===== src/rtl/execute_stage_pkg.sv =====
// Shared definitions for the execute stage: opcodes, flag bit positions, default widths.
package execute_stage_pkg;

  localparam int unsigned DATA_W_DEF = 16;
  localparam int unsigned ADDR_W_DEF = 3;
  localparam int unsigned OP_W_DEF   = 4;

  localparam logic [3:0] OP_NOP  = 4'd0;
  localparam logic [3:0] OP_MOV  = 4'd1;
  localparam logic [3:0] OP_ADD  = 4'd2;
  localparam logic [3:0] OP_SUB  = 4'd3;
  localparam logic [3:0] OP_AND  = 4'd4;
  localparam logic [3:0] OP_OR   = 4'd5;
  localparam logic [3:0] OP_NOT  = 4'd6;
  localparam logic [3:0] OP_INC  = 4'd7;
  localparam logic [3:0] OP_DEC  = 4'd8;
  localparam logic [3:0] OP_SHL  = 4'd9;
  localparam logic [3:0] OP_SHR  = 4'd10;
  localparam logic [3:0] OP_SETC = 4'd11;
  localparam logic [3:0] OP_CLRC = 4'd12;

  localparam int unsigned FLAG_Z = 0;
  localparam int unsigned FLAG_N = 1;
  localparam int unsigned FLAG_C = 2;

endpackage


===== src/rtl/execute_stage_alu16.sv =====
// Combinational ALU: Rdst <- D op S, with next flag values and write-back suppression.
module execute_stage_alu16
  import execute_stage_pkg::*;
#(
  parameter int unsigned DATA_W = DATA_W_DEF,
  parameter int unsigned OP_W   = OP_W_DEF
) (
  input  logic [OP_W-1:0]   op_i,
  input  logic [DATA_W-1:0] d_i,
  input  logic [DATA_W-1:0] s_i,
  input  logic [2:0]        flags_i,
  output logic [DATA_W-1:0] result_o,
  output logic [2:0]        flags_o,
  output logic              wb_suppress_o
);

  logic [DATA_W:0] wide;
  logic            upd_zn;

  // Decode opcode; flags not touched by an op pass through from flags_i.
  always_comb begin
    result_o      = d_i;
    flags_o       = flags_i;
    wb_suppress_o = 1'b0;
    upd_zn        = 1'b0;
    wide          = '0;
    case (op_i)
      OP_MOV: result_o = s_i;
      OP_ADD: begin
        wide             = {1'b0, d_i} + {1'b0, s_i};
        result_o         = wide[DATA_W-1:0];
        flags_o[FLAG_C]  = wide[DATA_W];
        upd_zn           = 1'b1;
      end
      OP_SUB: begin
        // Top bit of the widened difference is the borrow (D < S unsigned).
        wide             = {1'b0, d_i} - {1'b0, s_i};
        result_o         = wide[DATA_W-1:0];
        flags_o[FLAG_C]  = wide[DATA_W];
        upd_zn           = 1'b1;
      end
      OP_AND: begin
        result_o = d_i & s_i;
        upd_zn   = 1'b1;
      end
      OP_OR: begin
        result_o = d_i | s_i;
        upd_zn   = 1'b1;
      end
      OP_NOT: begin
        result_o = ~d_i;
        upd_zn   = 1'b1;
      end
      OP_INC: begin
        wide             = {1'b0, d_i} + {{DATA_W{1'b0}}, 1'b1};
        result_o         = wide[DATA_W-1:0];
        flags_o[FLAG_C]  = wide[DATA_W];
        upd_zn           = 1'b1;
      end
      OP_DEC: begin
        wide             = {1'b0, d_i} - {{DATA_W{1'b0}}, 1'b1};
        result_o         = wide[DATA_W-1:0];
        flags_o[FLAG_C]  = wide[DATA_W];
        upd_zn           = 1'b1;
      end
      OP_SHL: begin
        result_o         = {d_i[DATA_W-2:0], 1'b0};
        flags_o[FLAG_C]  = d_i[DATA_W-1];
        upd_zn           = 1'b1;
      end
      OP_SHR: begin
        result_o         = {1'b0, d_i[DATA_W-1:1]};
        flags_o[FLAG_C]  = d_i[0];
        upd_zn           = 1'b1;
      end
      OP_SETC: begin
        flags_o[FLAG_C] = 1'b1;
        wb_suppress_o   = 1'b1;
      end
      OP_CLRC: begin
        flags_o[FLAG_C] = 1'b0;
        wb_suppress_o   = 1'b1;
      end
      // NOP and undefined opcodes pass D through without writing back.
      default: wb_suppress_o = 1'b1;
    endcase
    if (upd_zn) begin
      flags_o[FLAG_Z] = (result_o == '0);
      flags_o[FLAG_N] = result_o[DATA_W-1];
    end
  end

endmodule


===== src/rtl/execute_stage.sv =====
// Execute stage: ID/EX register, MEM/WB operand forwarding, ALU, flag register, EX/MEM register.
module execute_stage
  import execute_stage_pkg::*;
#(
  parameter int unsigned DATA_W = DATA_W_DEF,
  parameter int unsigned ADDR_W = ADDR_W_DEF,
  parameter int unsigned OP_W   = OP_W_DEF
) (
  input  logic              clk_i,
  input  logic              rst_ni,
  input  logic              stall_i,
  input  logic              flush_i,
  input  logic              id_valid_i,
  input  logic [OP_W-1:0]   id_op_i,
  input  logic [DATA_W-1:0] id_src_data_i,
  input  logic [DATA_W-1:0] id_dst_data_i,
  input  logic [ADDR_W-1:0] id_src_addr_i,
  input  logic [ADDR_W-1:0] id_dst_addr_i,
  input  logic              id_write_back_i,
  input  logic              fwd_mem_en_i,
  input  logic [ADDR_W-1:0] fwd_mem_addr_i,
  input  logic [DATA_W-1:0] fwd_mem_data_i,
  input  logic              fwd_wb_en_i,
  input  logic [ADDR_W-1:0] fwd_wb_addr_i,
  input  logic [DATA_W-1:0] fwd_wb_data_i,
  output logic              ex_valid_o,
  output logic [DATA_W-1:0] ex_result_o,
  output logic [ADDR_W-1:0] ex_dst_addr_o,
  output logic              ex_write_back_o,
  output logic [2:0]        ex_flags_o
);

  logic              idex_valid_q, idex_valid_d;
  logic [OP_W-1:0]   idex_op_q, idex_op_d;
  logic [DATA_W-1:0] idex_src_data_q, idex_src_data_d;
  logic [DATA_W-1:0] idex_dst_data_q, idex_dst_data_d;
  logic [ADDR_W-1:0] idex_src_addr_q, idex_src_addr_d;
  logic [ADDR_W-1:0] idex_dst_addr_q, idex_dst_addr_d;
  logic              idex_wb_q, idex_wb_d;

  logic              ex_valid_q, ex_valid_d;
  logic [DATA_W-1:0] ex_result_q, ex_result_d;
  logic [ADDR_W-1:0] ex_dst_addr_q, ex_dst_addr_d;
  logic              ex_wb_q, ex_wb_d;
  logic [2:0]        flags_q, flags_d;

  logic [DATA_W-1:0] src_fwd, dst_fwd;
  logic [DATA_W-1:0] alu_result;
  logic [2:0]        alu_flags;
  logic              alu_wb_suppress;

  // ID/EX next state: flush bubbles, stall holds, otherwise load decode outputs.
  always_comb begin
    idex_valid_d    = idex_valid_q;
    idex_op_d       = idex_op_q;
    idex_src_data_d = idex_src_data_q;
    idex_dst_data_d = idex_dst_data_q;
    idex_src_addr_d = idex_src_addr_q;
    idex_dst_addr_d = idex_dst_addr_q;
    idex_wb_d       = idex_wb_q;
    if (flush_i) begin
      idex_valid_d = 1'b0;
      idex_wb_d    = 1'b0;
    end else if (!stall_i) begin
      idex_valid_d    = id_valid_i;
      idex_op_d       = id_op_i;
      idex_src_data_d = id_src_data_i;
      idex_dst_data_d = id_dst_data_i;
      idex_src_addr_d = id_src_addr_i;
      idex_dst_addr_d = id_dst_addr_i;
      idex_wb_d       = id_valid_i & id_write_back_i;
    end
  end

  // Operand forwarding; the MEM stage holds the younger value so it wins over WB.
  always_comb begin
    src_fwd = idex_src_data_q;
    if (fwd_mem_en_i && (fwd_mem_addr_i == idex_src_addr_q)) begin
      src_fwd = fwd_mem_data_i;
    end else if (fwd_wb_en_i && (fwd_wb_addr_i == idex_src_addr_q)) begin
      src_fwd = fwd_wb_data_i;
    end
    dst_fwd = idex_dst_data_q;
    if (fwd_mem_en_i && (fwd_mem_addr_i == idex_dst_addr_q)) begin
      dst_fwd = fwd_mem_data_i;
    end else if (fwd_wb_en_i && (fwd_wb_addr_i == idex_dst_addr_q)) begin
      dst_fwd = fwd_wb_data_i;
    end
  end

  execute_stage_alu16 #(
    .DATA_W (DATA_W),
    .OP_W   (OP_W)
  ) u_alu (
    .op_i          (idex_op_q),
    .d_i           (dst_fwd),
    .s_i           (src_fwd),
    .flags_i       (flags_q),
    .result_o      (alu_result),
    .flags_o       (alu_flags),
    .wb_suppress_o (alu_wb_suppress)
  );

  // EX/MEM next state: bubble on stall or empty ID/EX (result and address hold).
  always_comb begin
    ex_valid_d    = 1'b0;
    ex_wb_d       = 1'b0;
    ex_result_d   = ex_result_q;
    ex_dst_addr_d = ex_dst_addr_q;
    flags_d       = flags_q;
    if (!stall_i && idex_valid_q) begin
      ex_valid_d    = 1'b1;
      ex_result_d   = alu_result;
      ex_dst_addr_d = idex_dst_addr_q;
      ex_wb_d       = idex_wb_q & ~alu_wb_suppress;
      flags_d       = alu_flags;
    end
  end

  // Pipeline and flag registers with synchronous reset.
  always_ff @(posedge clk_i) begin
    if (!rst_ni) begin
      idex_valid_q    <= 1'b0;
      idex_op_q       <= OP_NOP;
      idex_src_data_q <= '0;
      idex_dst_data_q <= '0;
      idex_src_addr_q <= '0;
      idex_dst_addr_q <= '0;
      idex_wb_q       <= 1'b0;
      ex_valid_q      <= 1'b0;
      ex_result_q     <= '0;
      ex_dst_addr_q   <= '0;
      ex_wb_q         <= 1'b0;
      flags_q         <= 3'b000;
    end else begin
      idex_valid_q    <= idex_valid_d;
      idex_op_q       <= idex_op_d;
      idex_src_data_q <= idex_src_data_d;
      idex_dst_data_q <= idex_dst_data_d;
      idex_src_addr_q <= idex_src_addr_d;
      idex_dst_addr_q <= idex_dst_addr_d;
      idex_wb_q       <= idex_wb_d;
      ex_valid_q      <= ex_valid_d;
      ex_result_q     <= ex_result_d;
      ex_dst_addr_q   <= ex_dst_addr_d;
      ex_wb_q         <= ex_wb_d;
      flags_q         <= flags_d;
    end
  end

  assign ex_valid_o      = ex_valid_q;
  assign ex_result_o     = ex_result_q;
  assign ex_dst_addr_o   = ex_dst_addr_q;
  assign ex_write_back_o = ex_wb_q;
  assign ex_flags_o      = flags_q;

endmodule


===== config.mk =====
export PLATFORM = sky130hd
export DESIGN_NAME = execute_stage
export DESIGN_NICKNAME = d
export VERILOG_FILES = /design/src/rtl/execute_stage_pkg.sv /design/src/rtl/execute_stage_alu16.sv /design/src/rtl/execute_stage.sv
export SDC_FILE = /design/constraint.sdc
export NUM_CORES = 1
export LEC_CHECK = 0
export CAP_MARGIN = 40
export CORE_ASPECT_RATIO = 1.4
export CORE_MARGIN = 5
export CORE_UTILIZATION = 55
export CTS_BUF_LIST = sky130_fd_sc_hd__clkbuf_4 sky130_fd_sc_hd__clkbuf_8
export DETAILED_ROUTE_END_ITERATION = 10
export PLACE_DENSITY = 0.8
export SETUP_SLACK_MARGIN = 0.2
export SLEW_MARGIN = 20
export SYNTH_ARGS = -nofsm -noshare
export SYNTH_HDL_FRONTEND = slang
export SYNTH_HIERARCHICAL = 1
export SYNTH_SLANG_ARGS = --single-unit

===== constraint.sdc =====
create_clock -name clk_i -period 5.6 [get_ports clk_i]
set_input_delay 1.12 -clock clk_i [delete_from_list [all_inputs] [get_ports clk_i]]
set_output_delay 1.12 -clock clk_i [all_outputs]
set_load 0.01 [all_outputs]

==> load_flow_metrics.sql <==
INSERT INTO impl_metrics (metric_group, metric, value, unit) VALUES
('final_layout', 'area_delta_synth_final', '33.2', '%'),
('final_layout', 'seq_area', '1360', 'um^2'),
('placed_design', 'finalWeightedCongestion', '1.01', ''),
('placed_design', 'hpwlAfterDp', '23700', 'um'),
('logic_synthesis', 'yosys_warnings', '6', ''),
('floorplan', 'floorplan.die.height', '152', 'um'),
('drt', 'route.detailed.wl_per_inst', '21.0', 'um'),
('sta', 'layout_min_cycle_time', '5290', 'ps'),
('setup_path', 'crit_path_start', 'fwd_mem_addr_i[1]', ''),
('global_routing', 'largest_net_degree_at_the_start_of_global_routing', '45', ''),
('sta', 'grt_setup_unrepaired', 'false', ''),
('pwr', 'ir_drop', '153', 'uV'),
('placed_design', 'port_buffers', '111', ''),
('logic_synthesis', 'mappedNetlistArea', '7890', 'um^2'),
('logic_synthesis', 'asyncSetResetFlopFracSynth', '0', '%'),
('setup_path', 'critical_path.max_fanout', '12', ''),
('final_layout', 'fill_cells', '1081', ''),
('floorplan', 'die-area', '16900', 'um^2'),
('setup_path', 'cp-start-kind', 'input port', ''),
('min_path', 'worst_hold_path_type', 'flop to flop', ''),
('pwr', 'p_switching', '0.854', 'mW'),
('floorplan', 'fp.dieW', '111', 'um'),
('cts', 'h-tree-depth', '3', ''),
('drt', 'drt_first_pass_iters', '7', ''),
('drt', 'avgViaCountPerCell', '6.32', ''),
('setup_path', 'reg2regPathDepth', '21', ''),
('setup_path', 'cp_data_arrival_time', '5590', 'ps'),
('logic_synthesis', 'yosys.cell_types.count', '95', ''),
('setup_path', 'timing.reg2reg.setup_slack', '1120', 'ps'),
('floorplan', 'rows', '51', ''),
('logic_synthesis', 'yosys.area.top_type', 'dfxtp_1', ''),
('setup_path', 'crit_chain', 'clkdlybuf4s50_1 > xnor2_1 > nand4_1 > buf_4 > buf_4 > buf_4 > nor2_1 > a21oi_1 > inv_1 > ha_1 > buf_4 > a21oi_1 > o21bai_1 > a21o_1 > and2_1 > a311oi_2 > nor2_1 > a211oi_2 > a21oi_1 > o41ai_2 > nand2_1 > a21boi_1', ''),
('logic_synthesis', 'mean_area_per_synthesized_cell', '7.25', 'um^2'),
('outcome', 'outcome', 'completed', ''),
('final_layout', 'multi_input_comb_area', '6140', 'um^2'),
('pwr', 'part_of_the_total_power_dissipated_in_combinational_logic', '54.3', '%'),
('drt', 'drc_violation_total_after_the_first_tritonroute_iteration', '969', ''),
('global_routing', 'vias_in_the_first_global_route', '8937', ''),
('logic_synthesis', 'synth-edff-count', '0', ''),
('logic_synthesis', 'synth.yosys.seq_area_share', '17.2', '%'),
('floorplan', 'initial_core_util', '56.5', '%'),
('sta', 'finalMaxSlewViolations', '0', ''),
('sta', 'setup_violations', '0', ''),
('setup_path', 'worst_path_largest_cell_delay', '490', 'ps'),
('setup_path', 'critPathTopFamily', 'compound AO/OA/AOI/OAI gates', ''),
('global_routing', 'grt_first_pass_wirelength', '46800', 'um'),
('sta', 'final_cycle_utilization_of_the_critical_path', '94.5', '%'),
('cts', 'clock_sinks', '68', ''),
('setup_path', 'cp.depth', '22', ''),
('global_routing', 'antenna_found_initial', '1', ''),
('setup_path', 'r2r_end', 'ex_flags_o[0]$_SDFFE_PN0N_', ''),
('final_layout', 'design_area', '10500', 'um^2'),
('sta', 'setup-tns-final', '0', 'ps'),
('sta', 'skew', '15.0', 'ps'),
('pwr', 'cellLeakagePower', '4.23', 'nW'),
('placed_design', 'total_instance_count_after_detailed_placement', '1464', ''),
('setup_path', 'critical_path_class', 'input port to flop', ''),
('global_routing', 'overflow', '0', ''),
('placed_design', 'detailed_place.area', '9990', 'um^2'),
('setup_path', 'crit-reg2reg-launch', 'idex_dst_addr_q[2]$_SDFFE_PN0P_', ''),
('pwr', 'p_clk_share', '21.1', '%'),
('final_layout', 'drive_above_1_share', '20.1', '%'),
('setup_path', 'crit_path_end', 'ex_flags_o[0]$_SDFFE_PN0N_', ''),
('cts', 'cts_tree', 'yes', ''),
('run', 'drv_cap', '0', ''),
('global_routing', 'global_route.usage.total', '34.6', '%'),
('sta', 'hold_violations', '0', ''),
('setup_path', 'crit_top_cell', 'buf_4', ''),
('pwr', 'power_switching_share', '41.1', '%'),
('cts', 'clk_path_buf_depth', '2', ''),
('sta', 'worstMarginPinSlew', '829', 'ps');
worst min-delay path, delay by kind of cell (launching register included):
kind / cells / cell delay, ps
AND/OR/NAND/NOR: 1 / 50
flip-flops: 1 / 320
AO/OA/AOI/OAI: 1 / 60
stage by stage:
step | utilization [%] | total power [mW] | setup slack [ps]
global route | 75.2 | 2.17 | 120
detailed placement | 71.5 | 1.55 | -234
floorplan | - | 1.09 | 440
global placement | 71.3 | 1.54 | -341
CTS | 73.1 | 1.99 | 241
finish | 75.2 | 2.08 | 308
power by group through the flow:
stage / Clock [mW] / Combinational, mW / Sequential, mW
global route: 0.461 / 1.20 / 0.514
detailed placement: 0 / 1.03 / 0.522
global placement: 0 / 1.02 / 0.523
CTS: 0.443 / 1.04 / 0.511
finish: 0.438 / 1.13 / 0.512
floorplan: 0 / 0.572 / 0.520
layer usage:
layer	global-route usage [%]	wire length, um	vias to the layer above	share of wire (%)
met5	0	0	-	0
met4	22.1	2310	0	7.4
met3	7.59	2700	155	8.7
met2	58.8	14600	520	47
met1	39.4	11500	4355	37
li1	-	-	4339	-
cells in the mapped netlist, types with 7 or more instances:
| master | instances |
|---|---|
| nand2_1 | 165 |
| a21oi_1 | 95 |
| nor2_1 | 80 |
| dfxtp_1 | 68 |
| a21boi_0 | 62 |
| o21ai_0 | 62 |
| ha_1 | 53 |
| inv_1 | 51 |
| mux2i_1 | 38 |
| clkbuf_1 | 33 |
| xnor2_1 | 27 |
| nor3_1 | 24 |
| nand3_1 | 21 |
| buf_2 | 20 |
| nor2b_1 | 17 |
| nand2b_1 | 14 |
| o211ai_1 | 14 |
| clkbuf_8 | 12 |
| o22ai_1 | 12 |
| o31ai_1 | 10 |
| buf_4 | 9 |
| nor4_1 | 9 |
| a31oi_1 | 8 |
| a221oi_1 | 7 |
| o311ai_0 | 7 |
state kept, by name (all words and copies together), names as in the netlist:
| name | cells |
|---|---|
| idex_src_data_q | 16 |
| ex_dst_addr_o | 3 |
| ex_write_back_o | 1 |
| ex_result_o | 16 |
| idex_src_addr_q | 3 |
| idex_wb_q | 1 |
| idex_dst_data_q | 16 |
| idex_valid_q | 1 |
| ex_flags_o | 3 |
| idex_op_q | 4 |
| idex_dst_addr_q | 3 |
| ex_valid_o | 1 |
worst min-delay path by stage:
stage	from	end	slack (ps)
after detailed placement	idex_dst_data_q[6]$_SDFFE_PN0P_	idex_dst_data_q[6]$_SDFFE_PN0P_	460
final	idex_dst_data_q[1]$_SDFFE_PN0P_	idex_dst_data_q[1]$_SDFFE_PN0P_	470
after global placement	ex_result_o[11]$_SDFFE_PN0N_	ex_result_o[11]$_SDFFE_PN0N_	450
after floorplan	idex_dst_data_q[0]$_SDFFE_PN0P_	idex_dst_data_q[0]$_SDFFE_PN0P_	440
after CTS	ex_result_o[11]$_SDFFE_PN0N_	ex_result_o[11]$_SDFFE_PN0N_	470
after global routing	idex_dst_data_q[6]$_SDFFE_PN0P_	idex_dst_data_q[6]$_SDFFE_PN0P_	490
layout by cell type, fill, tap and decap left out, drive strengths merged, types with 4 or more instances in the layout:
master / synthesis / final
nor2: 80 / 80
nand4: 11 / 11
o31ai: 10 / 10
nand2: 165 / 165
or2: 6 / 6
o221ai: 6 / 6
clkbuf: 48 / 9
inv: 52 / 57
o21bai: 5 / 5
clkdlybuf4s50: 0 / 108
nor2b: 17 / 17
o311ai: 7 / 7
o22ai: 12 / 12
mux2i: 38 / 38
and2: 5 / 5
nand2b: 14 / 14
ha: 53 / 53
nor3b: 5 / 5
a211oi: 6 / 6
o41ai: 4 / 4
dfxtp: 68 / 68
a21o: 7 / 7
o21ai: 65 / 65
a32oi: 6 / 6
buf: 34 / 164
nand3: 21 / 21
xnor2: 27 / 27
a31oi: 8 / 8
a21oi: 95 / 95
nor4: 12 / 12
a22o: 4 / 4
a221oi: 8 / 8
a2bb2oi: 5 / 5
a2111oi: 8 / 8
a21boi: 65 / 65
o211ai: 14 / 14
nor3: 24 / 24
a221o: 4 / 4
and3: 5 / 5
or3: 7 / 7
what timing repair did:
item                                    CTS  global route
hold endpoints to repair                  0             0
resized for setup                         3            61
gates cloned                              0             0
pin swaps                                 0             9
hold buffers                              0             0
setup buffers                             0             1
endpoints found under the setup margin    1             4
cell type report:
cell class | count | share of cell area (%)
diodes | 1 | 0.0238
flip-flops and latches | 68 | 12.9
well taps | 185 | 2.20
inverters | 53 | 1.89
repair buffers | 275 | 22.5
multi-input cells | 885 | 58.4
clock buffers | 9 | 1.18
clock inverters | 7 | 0.786
cell families (layout without fill, tap and decap cells):
| logic type | Yosys count | after routing | synth area share, % |
|---|---|---|---|
| fa+ha+maj | 55 | 55 | 8.91 |
| compound gates | 372 | 372 | 32.3 |
| xor+xnor | 30 | 30 | 3.33 |
| simple gates | 389 | 389 | 24.2 |
| buf+inv | 135 | 344 | 9.07 |
| other cells | 0 | 1 | 0 |
| mux | 39 | 39 | 4.96 |
| flops | 68 | 68 | 17.2 |
No activity file was read; power rests on OpenSTA's default activity.
